--- src/rtl/sd_spi_host_cmd_pkg.sv ---
// Shared definitions for the SPI-mode SD command initiator: FSM states,
// command indices, R1 masks, frame constants and the serial CRC7 step.
package sd_spi_host_cmd_pkg;

  typedef enum logic [2:0] {
    ST_IDLE,
    ST_INIT,
    ST_SEND,
    ST_WAIT,
    ST_RECV,
    ST_TRAIL,
    ST_DONE
  } state_t;

  localparam logic [5:0] CMD0   = 6'd0;
  localparam logic [5:0] CMD8   = 6'd8;
  localparam logic [5:0] CMD17  = 6'd17;
  localparam logic [5:0] CMD55  = 6'd55;
  localparam logic [5:0] ACMD41 = 6'd41;

  localparam logic [7:0] R1_IDLE    = 8'h01;
  localparam logic [7:0] R1_ILLEGAL = 8'h04;

  localparam logic [1:0] START_BITS = 2'b01;
  localparam logic       STOP_BIT   = 1'b1;

  localparam logic [6:0] CRC7_POLY  = 7'h09;

  // One serial step of x^7 + x^3 + 1, message bits entering MSB first.
  function automatic logic [6:0] crc7_step(input logic [6:0] crc, input logic din);
    logic fb;
    fb = din ^ crc[6];
    return {crc[5:0], 1'b0} ^ (fb ? CRC7_POLY : 7'h00);
  endfunction

endpackage

--- src/rtl/sd_spi_host_cmd_crc7.sv ---
// Serial CRC7 accumulator for SD command frames; cleared per frame and fed
// one bit per rising SCLK while the first 40 frame bits are on the wire.
module sd_crc7
  import sd_spi_host_cmd_pkg::*;
(
  input  logic       clk,
  input  logic       clr,
  input  logic       en,
  input  logic       bit_in,
  output logic [6:0] crc
);

  always_ff @(posedge clk) begin
    if (clr) begin
      crc <= 7'h00;
    end else if (en) begin
      crc <= crc7_step(crc, bit_in);
    end
  end

endmodule

--- src/rtl/sd_spi_host_cmd.sv ---
// Host-side SPI-mode SD command initiator: power-up dummy clocks, 48-bit
// command frames with CRC7, and R1 response capture with timeout.
module sd_spi_host_cmd
  import sd_spi_host_cmd_pkg::*;
#(
  parameter int CLK_DIV      = 4,
  parameter int INIT_CLOCKS  = 80,
  parameter int RESP_TIMEOUT = 8
) (
  input  logic        CLK,
  input  logic        RST,
  input  logic        init_req,
  input  logic        cmd_req,
  input  logic [5:0]  cmd_idx,
  input  logic [31:0] cmd_arg,
  output logic        busy,
  output logic        done,
  output logic [7:0]  resp,
  output logic        timeout,
  output logic        sd_cs,
  output logic        sd_clk,
  output logic        sd_di,
  input  logic        sd_do
);

  localparam int DIV_W  = $clog2(CLK_DIV + 1);
  localparam int INIT_W = $clog2(INIT_CLOCKS + 1);
  localparam int TO_W   = $clog2(RESP_TIMEOUT * 8 + 1);

  localparam logic [DIV_W-1:0]  DIV_LAST  = DIV_W'(CLK_DIV - 1);
  localparam logic [INIT_W-1:0] INIT_LAST = INIT_W'(INIT_CLOCKS);
  localparam logic [TO_W-1:0]   TO_LAST   = TO_W'(RESP_TIMEOUT * 8);

  state_t            state;
  logic [DIV_W-1:0]  div_cnt;
  logic [5:0]        bit_cnt;
  logic [INIT_W-1:0] init_cnt;
  logic [TO_W-1:0]   to_cnt;
  logic              got_start;

  logic [47:0]       tx_sr;
  logic [7:0]        rx_sr;
  logic [6:0]        crc;

  logic active;
  logic tick;
  logic sclk_rise;
  logic sclk_fall;
  logic accept_cmd;
  logic crc_en;

  always_comb begin
    active     = (state != ST_IDLE) && (state != ST_DONE);
    tick       = active && (div_cnt == DIV_LAST);
    sclk_rise  = tick && !sd_clk;
    sclk_fall  = tick && sd_clk;
    accept_cmd = (state == ST_IDLE) && cmd_req && !init_req;
    crc_en     = (state == ST_SEND) && sclk_rise && (bit_cnt < 6'd40);
  end

  sd_crc7 u_crc7 (
    .clk    (CLK),
    .clr    (accept_cmd),
    .en     (crc_en),
    .bit_in (tx_sr[47]),
    .crc    (crc)
  );

  // Datapath shifters: tx_sr[47] always mirrors the bit currently on sd_di.
  always_ff @(posedge CLK) begin
    if (accept_cmd) begin
      tx_sr <= {START_BITS, cmd_idx, cmd_arg, 7'h00, STOP_BIT};
    end else if ((state == ST_SEND) && sclk_fall) begin
      if (bit_cnt == 6'd39) begin
        tx_sr <= {crc, STOP_BIT, 40'h0};
      end else begin
        tx_sr <= {tx_sr[46:0], 1'b1};
      end
    end

    if ((state == ST_WAIT) && sclk_rise) begin
      rx_sr <= 8'h00;
    end else if ((state == ST_RECV) && sclk_rise) begin
      rx_sr <= {rx_sr[6:0], sd_do};
    end
  end

  // Control FSM, SCLK divider and pin drivers; transitions land on falling SCLK.
  always_ff @(posedge CLK or posedge RST) begin
    if (RST) begin
      state     <= ST_IDLE;
      div_cnt   <= '0;
      bit_cnt   <= '0;
      init_cnt  <= '0;
      to_cnt    <= '0;
      got_start <= 1'b0;
      busy      <= 1'b0;
      done      <= 1'b0;
      resp      <= 8'hFF;
      timeout   <= 1'b0;
      sd_cs     <= 1'b1;
      sd_clk    <= 1'b0;
      sd_di     <= 1'b1;
    end else begin
      done <= 1'b0;
      if (active) begin
        div_cnt <= tick ? '0 : div_cnt + DIV_W'(1);
        if (tick) begin
          sd_clk <= ~sd_clk;
        end
      end

      case (state)
        ST_IDLE: begin
          div_cnt <= '0;
          if (init_req) begin
            state    <= ST_INIT;
            busy     <= 1'b1;
            timeout  <= 1'b0;
            init_cnt <= '0;
            sd_cs    <= 1'b1;
            sd_di    <= 1'b1;
          end else if (cmd_req) begin
            state   <= ST_SEND;
            busy    <= 1'b1;
            timeout <= 1'b0;
            bit_cnt <= '0;
            sd_cs   <= 1'b0;
            sd_di   <= START_BITS[1];
          end
        end

        ST_INIT: begin
          if (sclk_rise) begin
            init_cnt <= init_cnt + INIT_W'(1);
          end
          if (sclk_fall && (init_cnt == INIT_LAST)) begin
            state <= ST_DONE;
            done  <= 1'b1;
            busy  <= 1'b0;
          end
        end

        ST_SEND: begin
          if (sclk_fall) begin
            if (bit_cnt == 6'd47) begin
              state     <= ST_WAIT;
              sd_di     <= 1'b1;
              to_cnt    <= '0;
              got_start <= 1'b0;
            end else begin
              bit_cnt <= bit_cnt + 6'd1;
              sd_di   <= (bit_cnt == 6'd39) ? crc[6] : tx_sr[46];
            end
          end
        end

        ST_WAIT: begin
          if (sclk_rise) begin
            to_cnt    <= to_cnt + TO_W'(1);
            got_start <= ~sd_do;
          end
          if (sclk_fall) begin
            if (got_start) begin
              state   <= ST_RECV;
              bit_cnt <= '0;
            end else if (to_cnt == TO_LAST) begin
              state   <= ST_TRAIL;
              resp    <= 8'hFF;
              timeout <= 1'b1;
              sd_cs   <= 1'b1;
              bit_cnt <= '0;
            end
          end
        end

        ST_RECV: begin
          if (sclk_rise) begin
            bit_cnt <= bit_cnt + 6'd1;
          end
          if (sclk_fall && (bit_cnt == 6'd7)) begin
            state   <= ST_TRAIL;
            resp    <= rx_sr;
            sd_cs   <= 1'b1;
            bit_cnt <= '0;
          end
        end

        ST_TRAIL: begin
          if (sclk_rise) begin
            bit_cnt <= bit_cnt + 6'd1;
          end
          if (sclk_fall && (bit_cnt == 6'd8)) begin
            state <= ST_DONE;
            done  <= 1'b1;
            busy  <= 1'b0;
          end
        end

        ST_DONE: begin
          state <= ST_IDLE;
        end

        default: begin
          state <= ST_IDLE;
        end
      endcase
    end
  end

endmodule

--- config.mk ---
export PLATFORM = sky130hd
export DESIGN_NAME = sd_spi_host_cmd
export DESIGN_NICKNAME = d
export VERILOG_FILES = /design/src/rtl/sd_spi_host_cmd_pkg.sv /design/src/rtl/sd_spi_host_cmd_crc7.sv /design/src/rtl/sd_spi_host_cmd.sv
export SDC_FILE = /design/constraint.sdc
export NUM_CORES = 1
export LEC_CHECK = 0
export ABC_AREA = 1
export CORE_ASPECT_RATIO = 0.9
export CORE_UTILIZATION = 57
export DETAILED_ROUTE_END_ITERATION = 7
export PLACE_DENSITY_LB_ADDON = 0.12
export SETUP_SLACK_MARGIN = 0.3
export SYNTH_ARGS = -nofsm -noshare
export SYNTH_HDL_FRONTEND = slang
export SYNTH_SLANG_ARGS = --single-unit
--- constraint.sdc ---
create_clock -name CLK -period 3.5 [get_ports CLK]
set_clock_uncertainty 0.05 [all_clocks]
set_input_delay 0.7 -clock CLK [delete_from_list [all_inputs] [get_ports CLK]]
set_output_delay 0.7 -clock CLK [all_outputs]
set_load 0.1 [all_outputs]
# After elaboration in Yosys (flattened, before gate mapping)

Index checks and enable logic that the tools add are counted.
W data, S select, Z words.

Word-level logic and storage cells: 158
Bits in read-only memories: 0
Bits in latches: 0
RAM bits: 0
Memories: 0
Output and inout bits: 14
Register bits after elaboration: 104
Input bits: 43

Equal/unequal tests: 29
Add/subtract/negate cells: 4
Shift-type cells: 0
Multiplexer cells: 65
Reduce and logical (&&, ||, !) cells: 38
Multipliers: 0
Order comparisons: 1
Div/mod/pow operators: 0
Bitwise operators: 4

Operator list:

| kind                  | count |
|---|---|
| $mux W46              | 2 |
| $mux W6               | 9 |
| $mux W48              | 1 |
| $mux W3               | 13 |
| $mux W7               | 5 |
| $mux W8               | 4 |
| $pmux W6 S5           | 1 |
| $pmux W7 S2           | 2 |
| $ne A2 B2 Y1 const B  | 11 |
| $mux W1               | 19 |
| $pmux W3 S6           | 1 |
| $pmux W8 S2           | 1 |
| $add A7 B1 Y7 const B | 2 |
| $eq A7 B7 Y1 const B  | 2 |
| $logic_and A1 B1 Y1   | 14 |
| $reduce_bool A2 Y1    | 7 |
| $eq A6 B6 Y1 const B  | 2 |
| $reduce_and A5 Y1     | 2 |
| $eq A3 B2 Y1 const B  | 3 |
| $reduce_bool A3 Y1    | 3 |
| $pmux W1 S2           | 4 |
| $reduce_and A4 Y1     | 2 |
| $reduce_and A8 Y1     | 1 |
| $reduce_and A7 Y1     | 1 |
| other kinds (21)      | 29 |

# Logic depth before layout (Yosys ltp)

Depth in word-level cells: 7
Gate-level depth with buffers: 12
Gate-level depth less buffers: 12

# Modules after synthesis

From an unflattened synthesis, not the netlist that was laid out.

Cells, all modules: 589
Area, all modules: 5406.4 um2

By module, submodules not included:

| module          | times used | cells each | area an instance (um2) | seq. area each (um2) |
|---|---|---|---|---|
| sd_spi_host_cmd | 1          | 549        | 5114.9                 | 2539.9 |
| sd_crc7         | 1          | 40         | 291.5                  | 140.1 |

# Worst setup path after synthesis

OpenSTA, ideal clock, no wires.

Kind: flip-flop to flip-flop
From: register sd_clk
To: register tx_sr[10] (enable)
Stages on the path, launching flop included: 5
Buffers on the path: 0
Data arrival time: 2434 ps
Path slack: 617 ps
Required time: 3051 ps
Clock period less this slack: 2883 ps
Setup time: 399 ps
Path through: dfrtp_1 > nand4_4 > nor2_4 > inv_2 > nand2_1

Cells in the longest elaborated chain, start to end: 3

RTL lines:

| element                      | line                   | RTL |
|---|---|---|
| start: declaration           | sd_spi_host_cmd.sv:21  | `output logic sd_clk,` |
| start signal: assignment     | sd_spi_host_cmd.sv:109 | `sd_clk <= ~sd_clk;` |
| $logic_and A1 B1 Y1          | sd_spi_host_cmd.sv:56  | `sclk_fall = tick && sd_clk;` |
| $logic_and A1 B1 Y1          | sd_spi_host_cmd.sv:73  | `end else if ((state == ST_SEND) && sclk_fall) begin` |
| $reduce_bool A2 Y1 (no line) | -                      |  |
| end signal: assignment       | sd_spi_host_cmd.sv:72  | `tx_sr <= {START_BITS, cmd_idx, cmd_arg, 7'h00, STOP_BIT};` |
| end signal: assignment       | sd_spi_host_cmd.sv:75  | `tx_sr <= {crc, STOP_BIT, 40'h0};` |
| end signal: assignment       | sd_spi_host_cmd.sv:77  | `tx_sr <= {tx_sr[46:0], 1'b1};` |
| end: declaration             | sd_spi_host_cmd.sv:41  | `logic [47:0] tx_sr;` |

Every way passes these cells.
A chain may end at the register's enable or synchronous reset.

# Worst setup path in the final report

From: register timeout
To: output timeout

RTL lines:

| element                  | line                   | RTL |
|---|---|---|
| start: declaration       | sd_spi_host_cmd.sv:19  | `output logic timeout,` |
| start signal: assignment | sd_spi_host_cmd.sv:100 | `timeout <= 1'b0;` |
| start signal: assignment | sd_spi_host_cmd.sv:119 | `timeout <= 1'b0;` |
| start signal: assignment | sd_spi_host_cmd.sv:126 | `timeout <= 1'b0;` |

No word-level cell between the ends.

==> summary.md <==
| Metric | Value |
|---|---|
| # H-tree levels | `3` |
| Die Footprint | `0.00963 mm²` |
| N_diodes | `0` |
| # rows | `32` |
| Max-cap violations | `0` |
| Power consumption | `4830 µW` |
| Top cell type's share of synthesized area | `21.7%` |
| Final worst path period share | `74.9%` |
| Worst path top cell family by delay | `buffers and inverters` |
| Ys async rst share | `39.4%` |
| Vias in the first global route | `4186` |
| Main area contributors after synthesis | `edfxtp_1 (22%), dfrtp_1 (15%), nand2_1 (15%)` |
| Worst VDD drop | `0.00115 V` |
| Slowest cell delay on critical path | `1.13 ns` |
| Total setup buffers inserted after CTS | `0` |
| Routed WL | `11200 µm` |
| Vias | `4463` |
| Count of cell types in the netlist | `36` |
| Placement-stage cell area | `0.00592 mm²` |
| Post-synth EDFFs | `38` |
| Critical path class | `flip-flop to output port` |
| F_max | `381 MHz` |
| Worst slew margin | `35.4%` |
| Crit Path Max Fanout | `2` |
| Port bufs | `56` |
| Mapped Cells | `645` |
| Crit path buf inv count | `1` |
| Cell Area, Synth | `0.00527 mm²` |
| GR peak layer | `met2` |
| Tot GR Track Use | `24.9%` |
| Final design area excluding fillers | `0.00616 mm²` |
| First-pass GRT wire length | `18600 µm` |
| Routed len/inst | `13.5 µm` |
| Nets@finish | `754` |
| Number of vias per cell | `5.39` |
| Post-cts hold buffer count | `0` |
| Crit path arrival time | `1.87 ns` |
| First DRT Iteration DRCs | `217` |
| Area grow syn2layout | `17.0%` |
| Outcome | `complete, no violations` |
| Sequential element share of the synthesized area | `50.9%` |
| Leakage power | `0.00280 µW` |
| Dpl cells | `812` |
| # DRC | `0` |
| Most common cell after layout, fill and taps aside | `nand2_1` |
| Clock Pin Slew Worst Setup and Hold Paths | `0.10 ns` |
| Slowest library cell on the worst path | `clkdlybuf4s50_1` |
| Commonest register cell after synthesis | `edfxtp_1` |
| Die X | `103 µm` |
| Largest net degree at the start of global routing | `43` |
| TritonCTS Sinks | `104` |
| Fin crit period | `2.62 ns` |
| Worst min path class | `flip-flop to flip-flop` |
| GR Overflow Total | `0` |
| Worst-Skew Late Latency | `0.37 ns` |
| Setup Total Neg Slack | `0 ns` |
| TritonCTS clock tree | `yes` |
| Syn Area/Cell | `8.16 µm²` |
| I/O pins | `57` |
| Core area | `0.00877 mm²` |
| M3 GR Usage | `5.01%` |
| #FFs+latches synth | `104` |
| Clock root buffer | `clkbuf_8` |
| Warnings, synthesis | `0` |
| Starting Density | `60.0%` |
| CP endpoint kind | `output port` |
| DR pass1 iterations | `5` |
| Area leader, netlist | `edfxtp_1` |
| Worst Path Required | `2.75 ns` |
| Startpoint type of the worst setup path | `flip-flop` |
| Least-Margin Pin Slew | `0.967 ns` |
| Critical path cell sequence | `clkdlybuf4s50_1` |
| Power density cells | `785 mW/mm²` |
| Layout fillers | `677` |
| Antenna violations before repair | `0` |
| Met1 usage | `33.7%` |
| Post-CTS Resized | `0` |
| Leading cell types in the layout, fill and taps excluded | `nand2_1 (205), nor2_1 (60), nand3_1 (60), inv_1 (49), clkdlybuf4s50_1 (45)` |
| Post-route insts no fill | `828` |
| Final RePlAce weighted congestion | `0.866` |
| Hold Slack | `0.419 ns` |
| Setup-failing EPs final | `0` |
| Fin. max-slew vios | `0` |
| HPWL Detailed | `7920 µm` |
| Syn_nets | `695` |
| Die H | `93.2 µm` |
| CTS buffer count | `9` |
| Share of layout cells above drive strength 1 | `12.1%` |
| GRT met2 Usage | `39.8%` |
| Final hold vios | `0` |
| Post-route ant nets | `0` |
| RSZ-0062 raised after global routing | `false` |
| CTS Buffer Depth | `2` |
-- flip-flops by register name, indices dropped and copies added (netlist names) --
signal      cells
state           3
div_cnt         3
to_cnt          7
bit_cnt         6
got_start       1
done            1
timeout         1
busy            1
sd_di           1
tx_sr          48
rx_sr           8
sd_clk          1
sd_cs           1
resp            8
u_crc7.crc      7
init_cnt        7
-- cell type report --
class	instances	area (µm²)	area share, %
clock buffer	11	131	2.13
sequential	104	2680	43.5
tap	119	149	2.42
multi-input combinational	470	2300	37.3
timing repair buffer	63	586	9.51
inverter	56	211	3.43
clock inverter	5	103	1.67
-- cells in the mapped netlist, types with 6 or more instances --
master	instances
o22ai_1	7
dfxtp_1	25
nand2_2	8
inv_1	49
inv_2	6
ha_1	7
nor2_2	7
nand3_1	60
o31ai_1	8
o21ai_0	38
xor2_1	8
dfstp_2	10
a21oi_1	10
or2_2	9
nor2_1	60
dfrtp_1	31
nand4_1	15
nand2_1	205
buf_2	9
edfxtp_1	38
-- path summary, 6_finish.rpt --
kind | end | slack (ns) | depth (start not counted) | from
setup / recovery | timeout | 0.88 | 1 | timeout
hold / removal | resp[3] | 0.42 | 2 | resp[3]
setup reg to reg | tx_sr[21] | 1.14 | 6 | state[1]
hold reg to reg | resp[3] | 0.42 | 2 | resp[3]
max in group asynchronous | sd_di | 2.31 | 3 | RST
min in group asynchronous | state[0] | 0.70 | 3 | RST
-- per-stage QoR --
stage,setup WS (ns),utilization (%)
4_1_cts,0.860,70.2
3_3_place_gp,0.844,67.6
2_1_floorplan,0.617,-
5_1_grt,0.825,70.2
3_5_place_dp,0.735,67.6
6_report,0.877,70.2
-- logic make-up (layout without fill, tap and decap cells) --
kind of cell | Yosys count | after routing | synth area share (%)
fa+ha+maj | 7 | 7 | 1.66
xor+xnor | 11 | 11 | 1.83
buf+inv | 71 | 135 | 5.44
compound gates | 76 | 76 | 8.51
flops | 104 | 104 | 50.9
simple gates | 376 | 376 | 31.7
-- where the power goes --
group	switching, µW	total (µW)	internal [µW]
clock	398	874	476
sequential	212	1850	1640
combinational	1530	2110	577
total	2140	4830	2690
-- layer usage --
metal	vias to the layer above	routed length [µm]
met5	-	0
met4	0	192
met3	15	563
met2	115	5190
met1	2091	5270
li1	2242	-
Power figures use the tool's default switching activity.
